### config.mk
export PLATFORM = sky130hd
export DESIGN_NAME = ram_bank_controller_flat
export DESIGN_NICKNAME = d
export VERILOG_FILES = /design/src/rtl/ram_bank_controller_if.sv /design/src/rtl/ram_bank_controller.sv /design/src/flat_wrapper.sv
export SDC_FILE = /design/constraint.sdc
export NUM_CORES = 1
export LEC_CHECK = 0
export CORE_MARGIN = 2
export CORE_UTILIZATION = 30
export DETAILED_ROUTE_END_ITERATION = 7
export HOLD_SLACK_MARGIN = 0.15
export SLEW_MARGIN = 20
export SYNTH_ARGS = -nofsm -noshare
export SYNTH_HDL_FRONTEND = slang
export SYNTH_SLANG_ARGS = --single-unit
### constraint.sdc
create_clock -name clk -period 5.5 [get_ports clk]
set_clock_uncertainty 0.2 [all_clocks]
set_input_delay 0.55 -clock clk [delete_from_list [all_inputs] [get_ports clk]]
set_output_delay 0.55 -clock clk [all_outputs]
set_load 0.02 [all_outputs]
### src/rtl/ram_bank_controller_if.sv
// Processor port-mapped I/O bus plus the shared RAM-bank control lines of ram_bank_controller.
// master = processor / bench side, slave = controller side.
interface ram_bank_controller_if #(
  parameter int ADDR_WIDTH = 8
);
  logic [7:0]            port_id;
  logic [7:0]            out_port;
  logic                  write_strobe;
  logic                  read_strobe;
  logic                  ram_sel;
  logic [ADDR_WIDTH-1:0] ram_addr;
  logic [7:0]            ram_wdata;
  logic                  ram_we_1;
  logic                  ram_we_2;
  logic [7:0]            status;

  modport master (
    output port_id, out_port, write_strobe, read_strobe,
    input  ram_sel, ram_addr, ram_wdata, ram_we_1, ram_we_2, status
  );

  modport slave (
    input  port_id, out_port, write_strobe, read_strobe,
    output ram_sel, ram_addr, ram_wdata, ram_we_1, ram_we_2, status
  );
endinterface

### src/rtl/ram_bank_controller.sv
// Port-mapped front end for two async-read RAM banks: address pointer, bank select,
// single-cycle DATA write pulses and a block-fill engine that locks out the processor while busy.
module ram_bank_controller #(
  parameter int         ADDR_WIDTH = 8,
  parameter logic [7:0] BASE_PORT  = 8'h10
) (
  input  logic                  clk,
  input  logic                  rst_n,
  ram_bank_controller_if.slave  bus
);

  typedef enum logic {IDLE = 1'b0, FILL = 1'b1} state_e;

  localparam logic [7:0]            PORT_ADDR = BASE_PORT;
  localparam logic [7:0]            PORT_BANK = BASE_PORT + 8'd1;
  localparam logic [7:0]            PORT_DATA = BASE_PORT + 8'd2;
  localparam logic [7:0]            PORT_FILL = BASE_PORT + 8'd3;
  localparam logic [ADDR_WIDTH-1:0] ADDR_MAX  = '1;

  state_e                state_q, state_d;
  logic [ADDR_WIDTH-1:0] pointer_q, pointer_d;
  logic [ADDR_WIDTH-1:0] waddr_q, waddr_d;
  logic [ADDR_WIDTH-1:0] fill_ptr_q, fill_ptr_d;
  logic [7:0]            wdata_q, wdata_d;
  logic                  sel_q, sel_d;
  logic                  wrap_q, wrap_d;
  logic                  wr_pend_q, wr_pend_d;

  logic idle;
  logic wr_addr, wr_bank, wr_data, wr_fill, rd_data;
  logic ptr_inc;
  logic fill_last;

  // Every strobe is dropped while the fill engine owns the banks.
  assign idle    = (state_q == IDLE);
  assign wr_addr = idle && bus.write_strobe && (bus.port_id == PORT_ADDR);
  assign wr_bank = idle && bus.write_strobe && (bus.port_id == PORT_BANK);
  assign wr_data = idle && bus.write_strobe && (bus.port_id == PORT_DATA);
  assign wr_fill = idle && bus.write_strobe && (bus.port_id == PORT_FILL);
  // A read coinciding with any write is not counted as an access.
  assign rd_data = idle && bus.read_strobe && !bus.write_strobe && (bus.port_id == PORT_DATA);

  assign ptr_inc   = wr_data || rd_data;
  assign fill_last = (state_q == FILL) && (fill_ptr_q == ADDR_MAX);

  // FSM state register
  always_ff @(posedge clk or negedge rst_n) begin
    if (!rst_n) begin
      state_q <= IDLE;
    end else begin
      state_q <= state_d;
    end
  end

  // FSM next state
  always_comb begin
    state_d = state_q;
    case (state_q)
      IDLE:    if (wr_fill)   state_d = FILL;
      FILL:    if (fill_last) state_d = IDLE;
      default: state_d = IDLE;
    endcase
  end

  // FSM outputs: the single bank write enable, shared address and write data
  always_comb begin
    bus.ram_we_1 = 1'b0;
    bus.ram_we_2 = 1'b0;
    bus.ram_addr = pointer_q;
    if (wr_pend_q) begin
      bus.ram_addr = waddr_q;
      bus.ram_we_1 = !sel_q;
      bus.ram_we_2 = sel_q;
    end else if (state_q == FILL) begin
      bus.ram_addr = fill_ptr_q;
      bus.ram_we_1 = !sel_q;
      bus.ram_we_2 = sel_q;
    end
  end

  assign bus.ram_wdata = wdata_q;
  assign bus.ram_sel   = sel_q;
  assign bus.status    = {(state_q == FILL), wrap_q, 5'b0, sel_q};

  // Register-map datapath; the fill byte shares the write-data register.
  always_comb begin
    pointer_d  = pointer_q;
    waddr_d    = waddr_q;
    fill_ptr_d = fill_ptr_q;
    wdata_d    = wdata_q;
    sel_d      = sel_q;
    wrap_d     = wrap_q;
    wr_pend_d  = wr_data;

    if (wr_addr) begin
      pointer_d = bus.out_port[ADDR_WIDTH-1:0];
      wrap_d    = 1'b0;
    end
    if (wr_bank) begin
      sel_d = bus.out_port[0];
    end
    if (wr_data) begin
      waddr_d = pointer_q;
      wdata_d = bus.out_port;
    end
    if (wr_fill) begin
      wdata_d    = bus.out_port;
      fill_ptr_d = pointer_q;
    end
    if (ptr_inc) begin
      pointer_d = pointer_q + 1'b1;
      if (pointer_q == ADDR_MAX) begin
        wrap_d = 1'b1;
      end
    end
    if (state_q == FILL) begin
      if (fill_last) begin
        pointer_d = '0;
        wrap_d    = 1'b1;
      end else begin
        fill_ptr_d = fill_ptr_q + 1'b1;
      end
    end
  end

  always_ff @(posedge clk or negedge rst_n) begin
    if (!rst_n) begin
      pointer_q  <= '0;
      waddr_q    <= '0;
      fill_ptr_q <= '0;
      wdata_q    <= '0;
      sel_q      <= 1'b0;
      wrap_q     <= 1'b0;
      wr_pend_q  <= 1'b0;
    end else begin
      pointer_q  <= pointer_d;
      waddr_q    <= waddr_d;
      fill_ptr_q <= fill_ptr_d;
      wdata_q    <= wdata_d;
      sel_q      <= sel_d;
      wrap_q     <= wrap_d;
      wr_pend_q  <= wr_pend_d;
    end
  end

endmodule

### src/flat_wrapper.sv
// flat-port wrapper written by rule: the top's interface ports become plain ports
module ram_bank_controller_flat 
#(
  parameter int         ADDR_WIDTH = 8,
  parameter logic [7:0] BASE_PORT  = 8'h10
)
  (clk, rst_n, bus_port_id, bus_out_port, bus_write_strobe, bus_read_strobe, bus_ram_sel, bus_ram_addr, bus_ram_wdata, bus_ram_we_1, bus_ram_we_2, bus_status);
  ram_bank_controller_if #(.ADDR_WIDTH(ADDR_WIDTH)) bus_i ();
  input  logic clk;
  input  logic rst_n;
  input wire logic [$bits(bus_i.port_id)-1:0] bus_port_id;
  input wire logic [$bits(bus_i.out_port)-1:0] bus_out_port;
  input wire logic [$bits(bus_i.write_strobe)-1:0] bus_write_strobe;
  input wire logic [$bits(bus_i.read_strobe)-1:0] bus_read_strobe;
  output wire logic [$bits(bus_i.ram_sel)-1:0] bus_ram_sel;
  output wire logic [$bits(bus_i.ram_addr)-1:0] bus_ram_addr;
  output wire logic [$bits(bus_i.ram_wdata)-1:0] bus_ram_wdata;
  output wire logic [$bits(bus_i.ram_we_1)-1:0] bus_ram_we_1;
  output wire logic [$bits(bus_i.ram_we_2)-1:0] bus_ram_we_2;
  output wire logic [$bits(bus_i.status)-1:0] bus_status;
  assign bus_i.port_id = bus_port_id;
  assign bus_i.out_port = bus_out_port;
  assign bus_i.write_strobe = bus_write_strobe;
  assign bus_i.read_strobe = bus_read_strobe;
  assign bus_ram_sel = bus_i.ram_sel;
  assign bus_ram_addr = bus_i.ram_addr;
  assign bus_ram_wdata = bus_i.ram_wdata;
  assign bus_ram_we_1 = bus_i.ram_we_1;
  assign bus_ram_we_2 = bus_i.ram_we_2;
  assign bus_status = bus_i.status;
  ram_bank_controller #(.ADDR_WIDTH(ADDR_WIDTH), .BASE_PORT(BASE_PORT)) u_core (.clk(clk), .rst_n(rst_n), .bus(bus_i));
endmodule
# Word-level counts from Yosys, hierarchy flattened
# Cells that the tools add are included.
# totals
register_bits,36
in_bits,20
output_inout_bits,27
# op_classes
add_sub_neg,2
eq_ne,6
mux,23
bitwise,1
reduce_logical,13
# ops
operator,count
$mux 8,11
$eq 8x5->1 const B,4
$add 8x1->8 const B,2
$eq 8x8->1 const B,2
$mux 1,11
$logic_and 1x1->1,9
$logic_not 1->1,2
$pmux 1 s2,1
$reduce_bool 2->1,1
$logic_or 1x1->1,1
$not 1->1,1

# Longest topological paths before layout
# depth
ltp_word,8
mapped_depth,6
depth_no_buf,5

# Worst setup path before layout
# No wires, ideal clock.
# synth_timing
path_type,register to output
start,register u_core.state_q
end,output port bus_ram_addr[0]
arrival_time_ps,1491
required_time_ps,4750
path_slack_ps,3259
path_stages_with_launch,5
cell_sequence,dfrtp_1 -> buf_6 -> clkbuf_1 -> mux2i_1 -> o21ai_0
# synth_between
elab_chain_cells,2
# synth_lines
item,line_no,text
from (decl),ram_bank_controller.sv:20,"state_e state_q, state_d;"
from (signal assigned),ram_bank_controller.sv:51,state_q <= state_d;
$mux 8,ram_bank_controller.sv:74,end else if (state_q == FILL) begin
$mux 8,ram_bank_controller.sv:70,if (wr_pend_q) begin
to (decl),flat_wrapper.sv:16,output wire logic [$bits(bus_i.ram_addr)-1:0] bus_ram_addr;
# No other way between the ends.

# Worst setup path after layout
# layout_timing
start,register u_core.state_q
end,output port bus_ram_addr[3]
# The elaborated chain is that of the path after synthesis.

==> impl_metrics.json <==
{
  "drtPass1Iterations": 4,
  "internal-power_w": 0.000378,
  "crit_type": "register to output pin",
  "min_period_ns": 2.88,
  "drtIter0Drc": 136,
  "path_max_fanout": 16,
  "synthTopCellsByArea": "dfrtp_1 (42%), mux2i_1 (7.8%), mux2_2 (6.2%)",
  "slew_violations": 0,
  "yosysTopAreaCell": "dfrtp_1",
  "ctsLongestPathBuffers": 2,
  "clk_pin_slew_ns": 0.07,
  "die_w_um": 89.0,
  "fin_setup_tns_ns": 0,
  "io_buffers": 41,
  "htreeDepth": 2,
  "tritoncts": "done",
  "pwr_density_cell_nw_per_um2": 182,
  "dieHeight_um": 89.0,
  "cts.sinks": 36,
  "vias": 1740,
  "die_area_sq_um": 7920,
  "r2r_end": "u_core.fill_ptr_q[4]$_DFF_PN0_",
  "antenna_found_initial": 0,
  "status": "finished clean",
  "placed_cells": 329,
  "routabilityCongestion": 0.835,
  "synth_seq_area_share": 0.415,
  "syn_area_sq_um": 2170,
  "postCtsHoldBufs": 0,
  "synth-seq-cells": 36,
  "setup_viol_count_final": 0,
  "root_buffer": "clkbuf_8",
  "hold_path_class": "primary input to asynchronous set/reset pin",
  "final_common_cell": "clkdlybuf4s50_1",
  "grt_max_degree": 37,
  "crit_path_start_kind": "register",
  "comb_power_share": 0.059,
  "reg2reg_slack_ns": 2.71,
  "ys_async_sr_fraction": 1.00,
  "post_cts_buffers": 0,
  "reg2reg_depth": 4,
  "n_fill_cell": 706,
  "synth.distinct_cells": 47,
  "fin_nets": 262,
  "arrival_ns": 2.13,
  "drc": 0,
  "ctsResizeCount": 0,
  "synth_flop_cell": "dfrtp_1",
  "regToRegStartpoint": "u_core.state_q$_DFF_PN0_",
  "layout_common_cells": "clkdlybuf4s50_1 (40), dfrtp_1 (36), nand2_1 (20)",
  "coreArea_sq_um": 6910,
  "start_util": 0.314,
  "drive_above_1_share": 0.149,
  "routed_wl_um": 5140,
  "instances_no_fill": 337,
  "rsz0062_at_grt": "false",
  "required_ns": 4.75,
  "yosys.area.top_type_share": 0.415,
  "p_switching_w": 0.000110,
  "slew_headroom": 0.326,
  "period_share": 0.524,
  "num_io_pins": 47,
  "switching_share": 0.225,
  "grtUsageTotal": 0.137,
  "grt_pass1_vias": 1728,
  "crit_path_start": "u_core.state_q$_DFF_PN0_",
  "critPathCaptureType": "output pin",
  "rows": 30,
  "areaGrowthSynthToFinish_pct": 23.7,
  "grt_overflow_total": 0,
  "fmax_mhz": 347,
  "ant_nets": 0,
  "drv_cap": 0,
  "clk_latency_ns": 0.29,
  "yosys_warnings": 0,
  "antenna_cells": 0,
  "power_frac_seq": 0.543,
  "synth_cells": 206,
  "p_clk_frac": 0.398,
  "hold_viol_final": 0,
  "dp_hpwl_um": 3770,
  "p_leak_nw": 1.24,
  "synth_edf_count": 0,
  "viasPerCell": 5.16,
  "syn_avg_cell_area_sq_um": 10.5,
  "vdd_ir_drop_max_v": 0.0000792,
  "tightest_slew_ns": 1.00,
  "grt_pass1_wl_um": 8430,
  "wl_per_cell_um": 15.2,
  "cts_buffers": 5
}
## layer usage
metal / up-vias / GRT usage / routed length (um)
li1: 821 / - / -
met2: 45 / 0.226 / 2490
met1: 872 / 0.180 / 2400
met3: 2 / 0.0332 / 214
met4: 0 / 0.0353 / 25
met5: - / 0 / 0
## Yosys cell counts, types with 3 or more instances
cell type	count
dfrtp_1	36
nor3_1	4
clkbuf_1	3
nand2_1	20
mux2i_1	17
o21ai_0	14
nand3_1	7
a22oi_1	3
nand4_1	5
inv_1	8
nor2_1	7
buf_2	5
a21oi_1	4
mux2_2	12
buf_4	8
mux2_4	8
## logic make-up after synthesis
logic type      count (synthesis)  share of synthesized area
other cells                     1                    0.00173
mux                            37                      0.196
fa+ha+maj                       2                     0.0115
buf+inv                        26                     0.0687
simple gates                   59                      0.158
compound gates                 45                      0.149
flops                          36                      0.415
## through the flow
step | instance area, sq um | setup slack, ns | power [W] | hold slack, ns | util
finish | 2680 | 2.62 | 0.000489 | 0.157 | 0.388
global route | 2680 | 2.49 | 0.000506 | 0.231 | 0.388
CTS | 2680 | 2.59 | 0.000496 | 0.189 | 0.388
detailed placement | 2590 | 2.40 | 0.000300 | 0.284 | 0.375
global placement | 2590 | 2.49 | 0.000299 | 0.271 | 0.375
floorplan | 2180 | 3.26 | 0.000279 | 0.0544 | -
## how the worst max path moves through the flow
stage | end | slack [ns] | cells past startpoint
6_report | bus_ram_addr[3] | 2.62 | 3
5_1_grt | bus_ram_addr[3] | 2.49 | 3
4_1_cts | bus_ram_addr[3] | 2.59 | 3
3_5_place_dp | u_core.fill_ptr_q[4]$_DFF_PN0_ | 2.40 | 5
3_3_place_gp | u_core.fill_ptr_q[5]$_DFF_PN0_ | 2.49 | 5
2_1_floorplan | bus_ram_addr[0] | 3.26 | 4
## flip-flops by register name, indices dropped and copies added (netlist names)
name                  flops
u_core.bus.ram_wdata      8
u_core.fill_ptr_q         8
u_core.pointer_q          8
u_core.waddr_q            8
u_core.bus.ram_sel        1
u_core.state_q            1
u_core.wr_pend_q          1
u_core.wrap_q             1
## power by group through the flow
stage          clock, W  combinational (W)  sequential, W
2_1_floorplan         0         0.00000867       0.000270
3_3_place_gp          0          0.0000289       0.000270
3_5_place_dp          0          0.0000292       0.000271
4_1_cts        0.000201          0.0000292       0.000265
5_1_grt        0.000210          0.0000312       0.000265
6_report       0.000195          0.0000287       0.000265
## critical path, cell delays in order, from the launching register on
cell and delay (ns):
dfrtp_1 0.84, mux2i_1 0.15, o21ai_0 0.22, clkdlybuf4s50_1 0.64
## cell type report
class | instances | area [sq um] | area share
flip-flops and latches | 36 | 901 | 0.336
repair buffers | 41 | 405 | 0.151
clock buffers | 6 | 82.6 | 0.0308
clock inverters | 2 | 10.0 | 0.00373
well taps | 96 | 120 | 0.0448
inverters | 8 | 30.0 | 0.0112
multi-input cells | 148 | 1130 | 0.423
Note: power is estimated with default switching activity, not from simulation.
